`src/rtl/mult_dispatch.sv`:
```
// mult_dispatch: buffers multiply requests and issues them one at a time to a sequential multiplier.
// Optional watchdog: define MULT_DISPATCH_TIMEOUT_EN to abandon a multiply after TIMEOUT cycles in WAIT.
// Ports:
//   clk, reset                      clock, synchronous active-high reset
//   req_valid/req_ready             request handshake; req_m, req_q signed operands, req_tag identifier
//   mul_start, mul_m, mul_q         start pulse and held operands to the multiplier
//   mul_product, mul_valid          multiplier result and done strobe
//   rsp_valid/rsp_ready             response handshake; rsp_product, rsp_tag, rsp_err (watchdog expiry)
//   busy                            FIFO non-empty or a request in progress
module mult_dispatch #(
    parameter int WIDTH   = 32,
    parameter int DEPTH   = 4,
    parameter int TAG_W   = 4,
    parameter int TIMEOUT = 2*WIDTH+8
) (
    input  logic               clk,
    input  logic               reset,
    input  logic               req_valid,
    output logic               req_ready,
    input  logic [WIDTH-1:0]   req_m,
    input  logic [WIDTH-1:0]   req_q,
    input  logic [TAG_W-1:0]   req_tag,
    output logic               mul_start,
    output logic [WIDTH-1:0]   mul_m,
    output logic [WIDTH-1:0]   mul_q,
    input  logic [2*WIDTH-1:0] mul_product,
    input  logic               mul_valid,
    output logic               rsp_valid,
    input  logic               rsp_ready,
    output logic [2*WIDTH-1:0] rsp_product,
    output logic [TAG_W-1:0]   rsp_tag,
    output logic               rsp_err,
    output logic               busy
);
    localparam int AW = $clog2(DEPTH);
    localparam logic [AW:0] FULL_CNT = DEPTH[AW:0];

    typedef enum logic [1:0] {IDLE, ISSUE, WAIT, RESP} state_t;

    state_t state, state_next;

    logic [WIDTH-1:0] fifo_m [DEPTH];
    logic [WIDTH-1:0] fifo_q [DEPTH];
    logic [TAG_W-1:0] fifo_t [DEPTH];
    logic [AW-1:0]    wr_ptr, rd_ptr;
    logic [AW:0]      count;
    logic [TAG_W-1:0] tag;
    logic             full, empty, push, pop, capture, expire;

    assign full      = count == FULL_CNT;
    assign empty     = count == '0;
    assign req_ready = !full;
    assign push      = req_valid && !full;
    assign pop       = state == IDLE && !empty;
    assign capture   = state == WAIT && mul_valid;
    assign mul_start = state == ISSUE;
    assign rsp_valid = state == RESP;
    assign busy      = !empty || state != IDLE;

    always_comb begin
        state_next = state;
        case (state)
            IDLE:    state_next = empty ? IDLE : ISSUE;
            ISSUE:   state_next = WAIT;
            WAIT:    state_next = (capture || expire) ? RESP : WAIT;
            RESP:    state_next = rsp_ready ? IDLE : RESP;
            default: state_next = IDLE;
        endcase
    end

    // Storage needs no reset: occupancy alone decides what is valid.
    always_ff @(posedge clk) begin
        if (push) begin
            fifo_m[wr_ptr] <= req_m;
            fifo_q[wr_ptr] <= req_q;
            fifo_t[wr_ptr] <= req_tag;
        end
    end

    always_ff @(posedge clk) begin
        if (reset) begin
            state       <= IDLE;
            wr_ptr      <= '0;
            rd_ptr      <= '0;
            count       <= '0;
            mul_m       <= '0;
            mul_q       <= '0;
            tag         <= '0;
            rsp_product <= '0;
            rsp_tag     <= '0;
        end else begin
            state <= state_next;
            count <= count + {{AW{1'b0}}, push} - {{AW{1'b0}}, pop};
            if (push)
                wr_ptr <= wr_ptr + AW'(1);
            if (pop) begin
                rd_ptr <= rd_ptr + AW'(1);
                mul_m  <= fifo_m[rd_ptr];
                mul_q  <= fifo_q[rd_ptr];
                tag    <= fifo_t[rd_ptr];
            end
            if (capture || expire) begin
                rsp_product <= capture ? mul_product : '0;
                rsp_tag     <= tag;
            end
        end
    end

`ifdef MULT_DISPATCH_TIMEOUT_EN
    localparam int CW = $clog2(TIMEOUT+1);
    localparam logic [CW-1:0] LIMIT = CW'(TIMEOUT-1);

    logic [CW-1:0] wait_cnt;
    logic          err;

    // Counter holds the number of WAIT cycles already spent; expiry fires on the
    // TIMEOUT-th WAIT cycle, and a simultaneous mul_valid takes priority.
    assign expire  = state == WAIT && !mul_valid && wait_cnt == LIMIT;
    assign rsp_err = err;

    always_ff @(posedge clk) begin
        if (reset) begin
            wait_cnt <= '0;
            err      <= 1'b0;
        end else begin
            if (state == ISSUE)
                wait_cnt <= '0;
            else if (state == WAIT)
                wait_cnt <= wait_cnt + CW'(1);
            if (expire)
                err <= 1'b1;
            else if (state == RESP && rsp_ready)
                err <= 1'b0;
        end
    end
`else
    assign expire  = 1'b0;
    assign rsp_err = 1'b0;
`endif

endmodule
```
`config.mk`:
```
export PLATFORM = sky130hd
export DESIGN_NAME = mult_dispatch
export DESIGN_NICKNAME = d
export VERILOG_FILES = /design/src/rtl/mult_dispatch.sv
export SDC_FILE = /design/constraint.sdc
export NUM_CORES = 1
export LEC_CHECK = 0
export ABC_AREA = 1
export CAP_MARGIN = 20
export CORE_ASPECT_RATIO = 0.5
export CORE_MARGIN = 5
export CORE_UTILIZATION = 35
export CTS_CLUSTER_SIZE = 16
export DETAILED_ROUTE_END_ITERATION = 8
export GPL_TIMING_DRIVEN = 0
export PLACE_DENSITY = 0.56
export SYNTH_ARGS = -nofsm -noshare
export SYNTH_HDL_FRONTEND = slang
export SYNTH_SLANG_ARGS = --single-unit
```
`constraint.sdc`:
```
create_clock -name clk -period 7.8 [get_ports clk]
set_input_delay 1.17 -clock clk [delete_from_list [all_inputs] [get_ports clk]]
set_output_delay 1.17 -clock clk [all_outputs]
set_load 0.1 [all_outputs]
```
==> results of run 1 <==
-- layout by cell type (no fill, tap or decap), drive strengths merged --
cell type      count
clkinv            14
fa                 1
ha                 5
xor2               1
clkbuf            80
buf               80
nor2             276
bufinv             1
conb               1
a21oi             11
o21ai             69
clkdlybuf4s50    271
nand2            492
dfxtp            145
a211oi             1
clkinvlp           2
inv              358
nand3            141
edfxtp           272
-- metal layers --
layer / track usage [%] / vias up / wire length [um]
met1: 20.3 / 5654 / 19300
met4: 3.79 / 0 / 848
met3: 3.07 / 61 / 2330
met5: 0 / - / 0
li1: - / 6365 / -
met2: 29.6 / 269 / 22500
-- cell families (layout without fill, tap and decap cells) --
family | count (synthesis) | after routing | synth area share [%]
other | 1 | 1 | 0.0220
flip-flops | 417 | 417 | 65.0
buffers and inverters | 447 | 806 | 10.9
adder cells (fa/ha/maj) | 6 | 6 | 0.485
XOR/XNOR | 1 | 1 | 0.0514
AND/OR/NAND/NOR | 909 | 909 | 21.2
AO/OA/AOI/OAI | 81 | 81 | 2.40
-- per-stage QoR --
step           TNS (ns)  hold slack (ns)
2_1_floorplan         0            0.429
5_1_grt               0            0.482
4_1_cts               0            0.452
6_report              0            0.452
3_3_place_gp     -60.71            0.441
3_5_place_dp          0            0.443
-- worst paths after layout --
kind         startpoint             to  slack [ns]  cells after the start
max            count[1]      req_ready        4.27                      3
min              tag[2]     rsp_tag[2]        0.45                      2
max reg2reg    count[1]  fifo_m[2][18]        5.23                      7
min reg2reg      tag[2]     rsp_tag[2]        0.45                      2
-- registers in the layout, summed over array words and instances (netlist names) --
register	flops
fifo_m	128
fifo_q	128
rsp_product	64
mul_m	32
mul_q	32
fifo_t	16
rsp_tag	4
tag	4
count	3
rd_ptr	2
state	2
wr_ptr	2
-- area by class of cell --
type                            count  area (um2)  area share [%]
Buffer                             91         514            2.33
Multi-Input combinational cell    998        4140            18.7
Timing Repair Buffer              283        2990            13.5
Clock inverter                     19         150           0.679
Tap cell                          649         812            3.67
Inverter                          356        1340            6.04
Clock buffer                       57        1110            5.01
Sequential cell                   417       11100            50.1
-- power groups by stage --
stage,registers (mW),logic [mW],clock network (mW)
global route,2.88,4.10,2.05
CTS,2.85,3.84,1.95
detailed placement,2.89,3.83,0
finish,2.84,3.78,1.89
global placement,2.92,3.76,0
floorplan,4.14,1.47,0
-- critical path: stages (launching register included) --
cell and delay, ns:
dfxtp_1 0.41, nor2_2 0.08, nand2_1 0.16, clkdlybuf4s50_1 1.17
==> run_results.csv, run 1 <==
group,metric,value,unit
global_route,grt-ovfl-total,0,
placed_design,gp_congestion,0.745,
timing,hold_violations,0,
timing,slew_headroom,27.8,%
timing,drv_slew,0,
global_route,grt_max_degree,25,
layout,fin_cells,2870,
synthesis,postSynthAreaPerCell,9.14,um2
synthesis,netlist_area,17000,um2
die,die_w,322,um
die,rows,57,
worst_setup_path,criticalPathCategory,"flop to output port",
worst_setup_path,endpoint_kind,"output port",
layout,layout-drive-gt1-share,6.53,%
timing,tightest_slew,1.08,ns
synthesis,syn_inst,1862,
clocking,ctsRootBufferMaster,"clkbuf_16",
worst_setup_path,crit_arrival,2.36,ns
die,start_util,35.3,%
synthesis,synth_edf_count,272,
synthesis,yosys.cell_types.count,23,
timing,layout_setup_ws,4.27,ns
synthesis,async_reset_ff_share,0,%
timing,period_share,45.2,%
synthesis,synth_warnings,0,
timing,setup_viol,0,
synthesis,synthTopCellsByCount,"491 x nand2_1, 352 x inv_1, 273 x nor2_1",
power_and_ir_drop,p_int,4.72,mW
synthesis,seq_area_frac_synth,65.0,%
placed_design,placedCellCount,2794,
synthesis,synth_top_area_share,48.0,%
clocking,cts_sinks,417,
power_and_ir_drop,power.leakage,9.76,nW
clocking,cts_resized,0,
placed_design,dpl_cell_area,20900,um2
timing,rsz0062_at_grt,"false",
timing,post-route-min-period,3.53,ns
worst_hold_path,min_path_type,"flop to flop",
power_and_ir_drop,power_frac_clock,22.2,%
worst_setup_path,required,6.63,ns
run,max-cap-violations,0,
die,io_pins,274,
power_and_ir_drop,p_sw,3.79,mW
die,dieHeight,166,um
power_and_ir_drop,p_per_area,385,nW/um2
routing,drc,0,
layout,fill_cells,4599,
clocking,postCtsSetupBuffers,0,
global_route,antenna_found_initial,0,
synthesis,ys.flop_type,"edfxtp_1",
timing,clock.fmax,284,MHz
die,core,48300,um2
clocking,numCtsBuffers,41,
synthesis,synth.area.top_cells,"edfxtp_1 48%, dfxtp_1 17%, nand2_1 11%",
clocking,clockBufferDepth,3,
run_status,status,"finished clean",
timing,skew,0.0211,ns
layout,finalInstanceArea,22100,um2
routing,drt-initial-drc-count,583,
clocking,hold_buffers,0,
placed_design,portBuffers,271,
synthesis,synth_nets,2005,
power_and_ir_drop,power,8.52,mW
clocking,cts_tree,"done",
power_and_ir_drop,sw_frac_of_total,44.5,%
worst_setup_path,cp-start-kind,"flop",
global_route,grt_pass1_wl,69000,um
clocking,htree_levels,2,
worst_setup_path,worstPathMaxFanout,5,
die,die_area,53400,um2
placed_design,dpl_worst_slack,4.09,ns
routing,first_pass_iters,5,
routing,routed_wirelength,45000,um
power_and_ir_drop,power_frac_seq,33.3,%
global_route,grt_pass1_vias,11900,
placed_design,hpwl,30800,um
power_and_ir_drop,p_comb_share,44.4,%
clocking,clock_latency,0.56,ns
layout,diodes,0,
synthesis,synth-seq-cells,417,
routing,vias_per_cell,4.30,
layout,area_delta_synth_final,29.9,%
global_route,grt_usage,16.4,%
power_and_ir_drop,peakVddDrop,0.174,mV
layout,nNetsFinal,2331,
layout,fin_util,45.8,%
clocking,clkTransAtPathRegs,0.06,ns
routing,num_vias,12300,
routing,wl_per_cell,15.7,um
synthesis,yosysMostFrequentCell,"nand2_1",
routing,detail-route-antenna-nets,0,
synthesis,yosys.area.top_type,"edfxtp_1",
(Power assumes the default switching activity.)
==> run 2, diff against run 1 <==
==> constraint.sdc (replaced) <==
create_clock -name clk -period 3.55 [get_ports clk]
set_input_delay 0.5325 -clock clk [delete_from_list [all_inputs] [get_ports clk]]
set_output_delay 0.5325 -clock clk [all_outputs]
set_load 0.1 [all_outputs]
==> run 2 against run 1 <==
Effect of this change:
- count of clock-buffer cells in the layout grew 7
- critical path depth is the same
- critical endpoint unchanged
- via count grew 0.37%
- global-route usage grew 0.16 points
- hold slack lost 0.16 ns
- largest cell class unchanged
- largest power group unchanged
- register-to-register slack lost 4.3 ns
- first-iteration DRC count grew 22%
- routed wire length grew 0.58%
- utilization grew 0.11 points
- cell area grew 0.24%
- final cell count is essentially flat
==> run_results.csv, run 2 (synthesis gave the netlist of run 1 again) <==
group,metric,value,unit
placed_design,dpl_worst_slack,0.451,ns
run,max-cap-violations,0,
layout,nNetsFinal,2329,
layout,area_delta_synth_final,30.2,%
worst_hold_path,min_path_type,"primary input to flop",
clocking,cts_sinks,417,
layout,finalInstanceArea,22200,um2
timing,tightest_slew,1.07,ns
clocking,cts_resized,0,
clocking,hold_buffers,0,
global_route,grt_pass1_vias,11900,
power_and_ir_drop,power,19.0,mW
routing,first_pass_iters,5,
layout,top_regs,"fifo_m x128, fifo_q x128, rsp_product x64",
clocking,numCtsBuffers,41,
routing,drt-initial-drc-count,710,
worst_setup_path,reg2reg_slack,0.93,ns
worst_setup_path,criticalPathCategory,"flop to output port",
worst_setup_path,endpoint_kind,"output port",
timing,layout_setup_ws,0.647,ns
global_route,grtUsageMet3,3.22,%
worst_setup_path,worstPathMaxFanout,5,
worst_setup_path,path_cells,"nor2_2 -> nand2_1 -> clkdlybuf4s50_1",
layout,fin_cells,2871,
global_route,antenna_found_initial,4,
placed_design,dpl_cell_area,20800,um2
routing,detail-route-antenna-nets,0,
worst_setup_path,critical-path-max-stage-delay,1.17,ns
layout,layout-drive-gt1-share,6.67,%
timing,drv_slew,0,
die,start_util,35.3,%
power_and_ir_drop,p_per_area,856,nW/um2
clocking,htree_levels,2,
power_and_ir_drop,peakVddDrop,0.384,mV
placed_design,hpwl,30300,um
die,die_area,53400,um2
die,die_w,322,um
clocking,ctsRootBufferMaster,"clkbuf_16",
global_route,grt_max_degree,28,
routing,vias_per_cell,4.32,
timing,hold_violations,0,
global_route,grt_util_met1,20.9,%
timing,post-route-min-period,2.90,ns
timing,clock.fmax,344,MHz
layout,fin_util,45.9,%
placed_design,portBuffers,271,
timing,setup_viol,0,
timing,rsz0062_at_grt,"false",
timing,whs,0.295,ns
worst_setup_path,cp-start-kind,"flop",
layout,final_common_cell,"nand2_1",
global_route,grt_pass1_wl,69400,um
clocking,postCtsSetupBuffers,0,
global_route,grt-ovfl-total,0,
layout,layout_common_cells,"491 x nand2_1, 352 x inv_1, 272 x edfxtp_1, 271 x clkdlybuf4s50_1, 269 x nor2_1",
worst_setup_path,cp_top_family,"buffers and inverters",
placed_design,gp_congestion,0.744,
routing,wl_per_cell,15.7,um
timing,slew_headroom,28.6,%
power_and_ir_drop,power.leakage,9.79,nW
routing,routed_wirelength,45200,um
clocking,clock_latency,0.56,ns
die,dieHeight,166,um
worst_setup_path,crit_slowest_cell,"clkdlybuf4s50_1",
worst_setup_path,crit_arrival,2.37,ns
die,rows,57,
global_route,grt_usage,16.5,%
routing,drc,0,
die,io_pins,274,
timing,skew,0.0242,ns
routing,num_vias,12400,
run_status,status,"finished clean",
global_route,grtUsageMet2,29.1,%
worst_setup_path,cp_num_buf_inv,1,
placed_design,placedCellCount,2792,
timing,final.setup.tns,0,ns
clocking,cts_tree,"done",
clocking,clockBufferDepth,3,
global_route,top_usage_layer,"met2",
die,core,48300,um2
worst_setup_path,required,3.02,ns
clocking,clkTransAtPathRegs,0.06,ns
timing,period_share,81.8,%
==> run 2: cell types whose count changed in the layout (fill, tap and decap cells not counted), moves of 2 or more <==
| cell | delta |
|---|---|
| diode_2 | +3 |
| bufinv_16 | +2 |
| clkinv_1 | -6 |
| clkinv_2 | -3 |
| clkbuf_8 | +6 |
| buf_16 | -3 |
==> run 2: final timing paths <==
path / from / endpoint / cells after the start
max reg2reg: count[1] / fifo_q[0][31] / 7
min reg2reg: tag[3] / rsp_tag[3] / 2
min: reset / count[1] / 2
max: count[1] / req_ready / 3
==> run 2: worst reg2reg max path: cells and delay by family, from the launching register on <==
| kind | cells | cell delay (ns) |
|---|---|---|
| AND/OR/NAND/NOR | 4 | 1.23 |
| flip-flops | 1 | 0.42 |
| buffers and inverters | 3 | 0.69 |
==> run 2: power breakdown <==
| group | leakage (nW) | switching, mW | internal [mW] |
|---|---|---|---|
| clock | 0.657 | 1.86 | 2.56 |
| sequential | 3.68 | 0.307 | 5.94 |
| combinational | 5.45 | 6.15 | 2.16 |
==> run 2: layout make-up <==
type / instances / area, um2
Clock inverter: 12 / 173
Antenna cell: 3 / 7.51
Tap cell: 649 / 812
Clock buffer: 64 / 1190
Inverter: 356 / 1340
Sequential cell: 417 / 11100
Timing Repair Buffer: 281 / 2930
Buffer: 91 / 514
Fill cell: 4508 / 26100
Multi-Input combinational cell: 998 / 4140
==> run 2: layer usage <==
| metal | vias to the layer above | routed length (um) | share of wire, % |
|---|---|---|---|
| met1 | 5705 | 19600 | 43 |
| met2 | 241 | 22200 | 49 |
| met5 | - | 12 | 0.027 |
| met3 | 75 | 2320 | 5.1 |
| met4 | 2 | 1100 | 2.4 |
| li1 | 6372 | - | - |
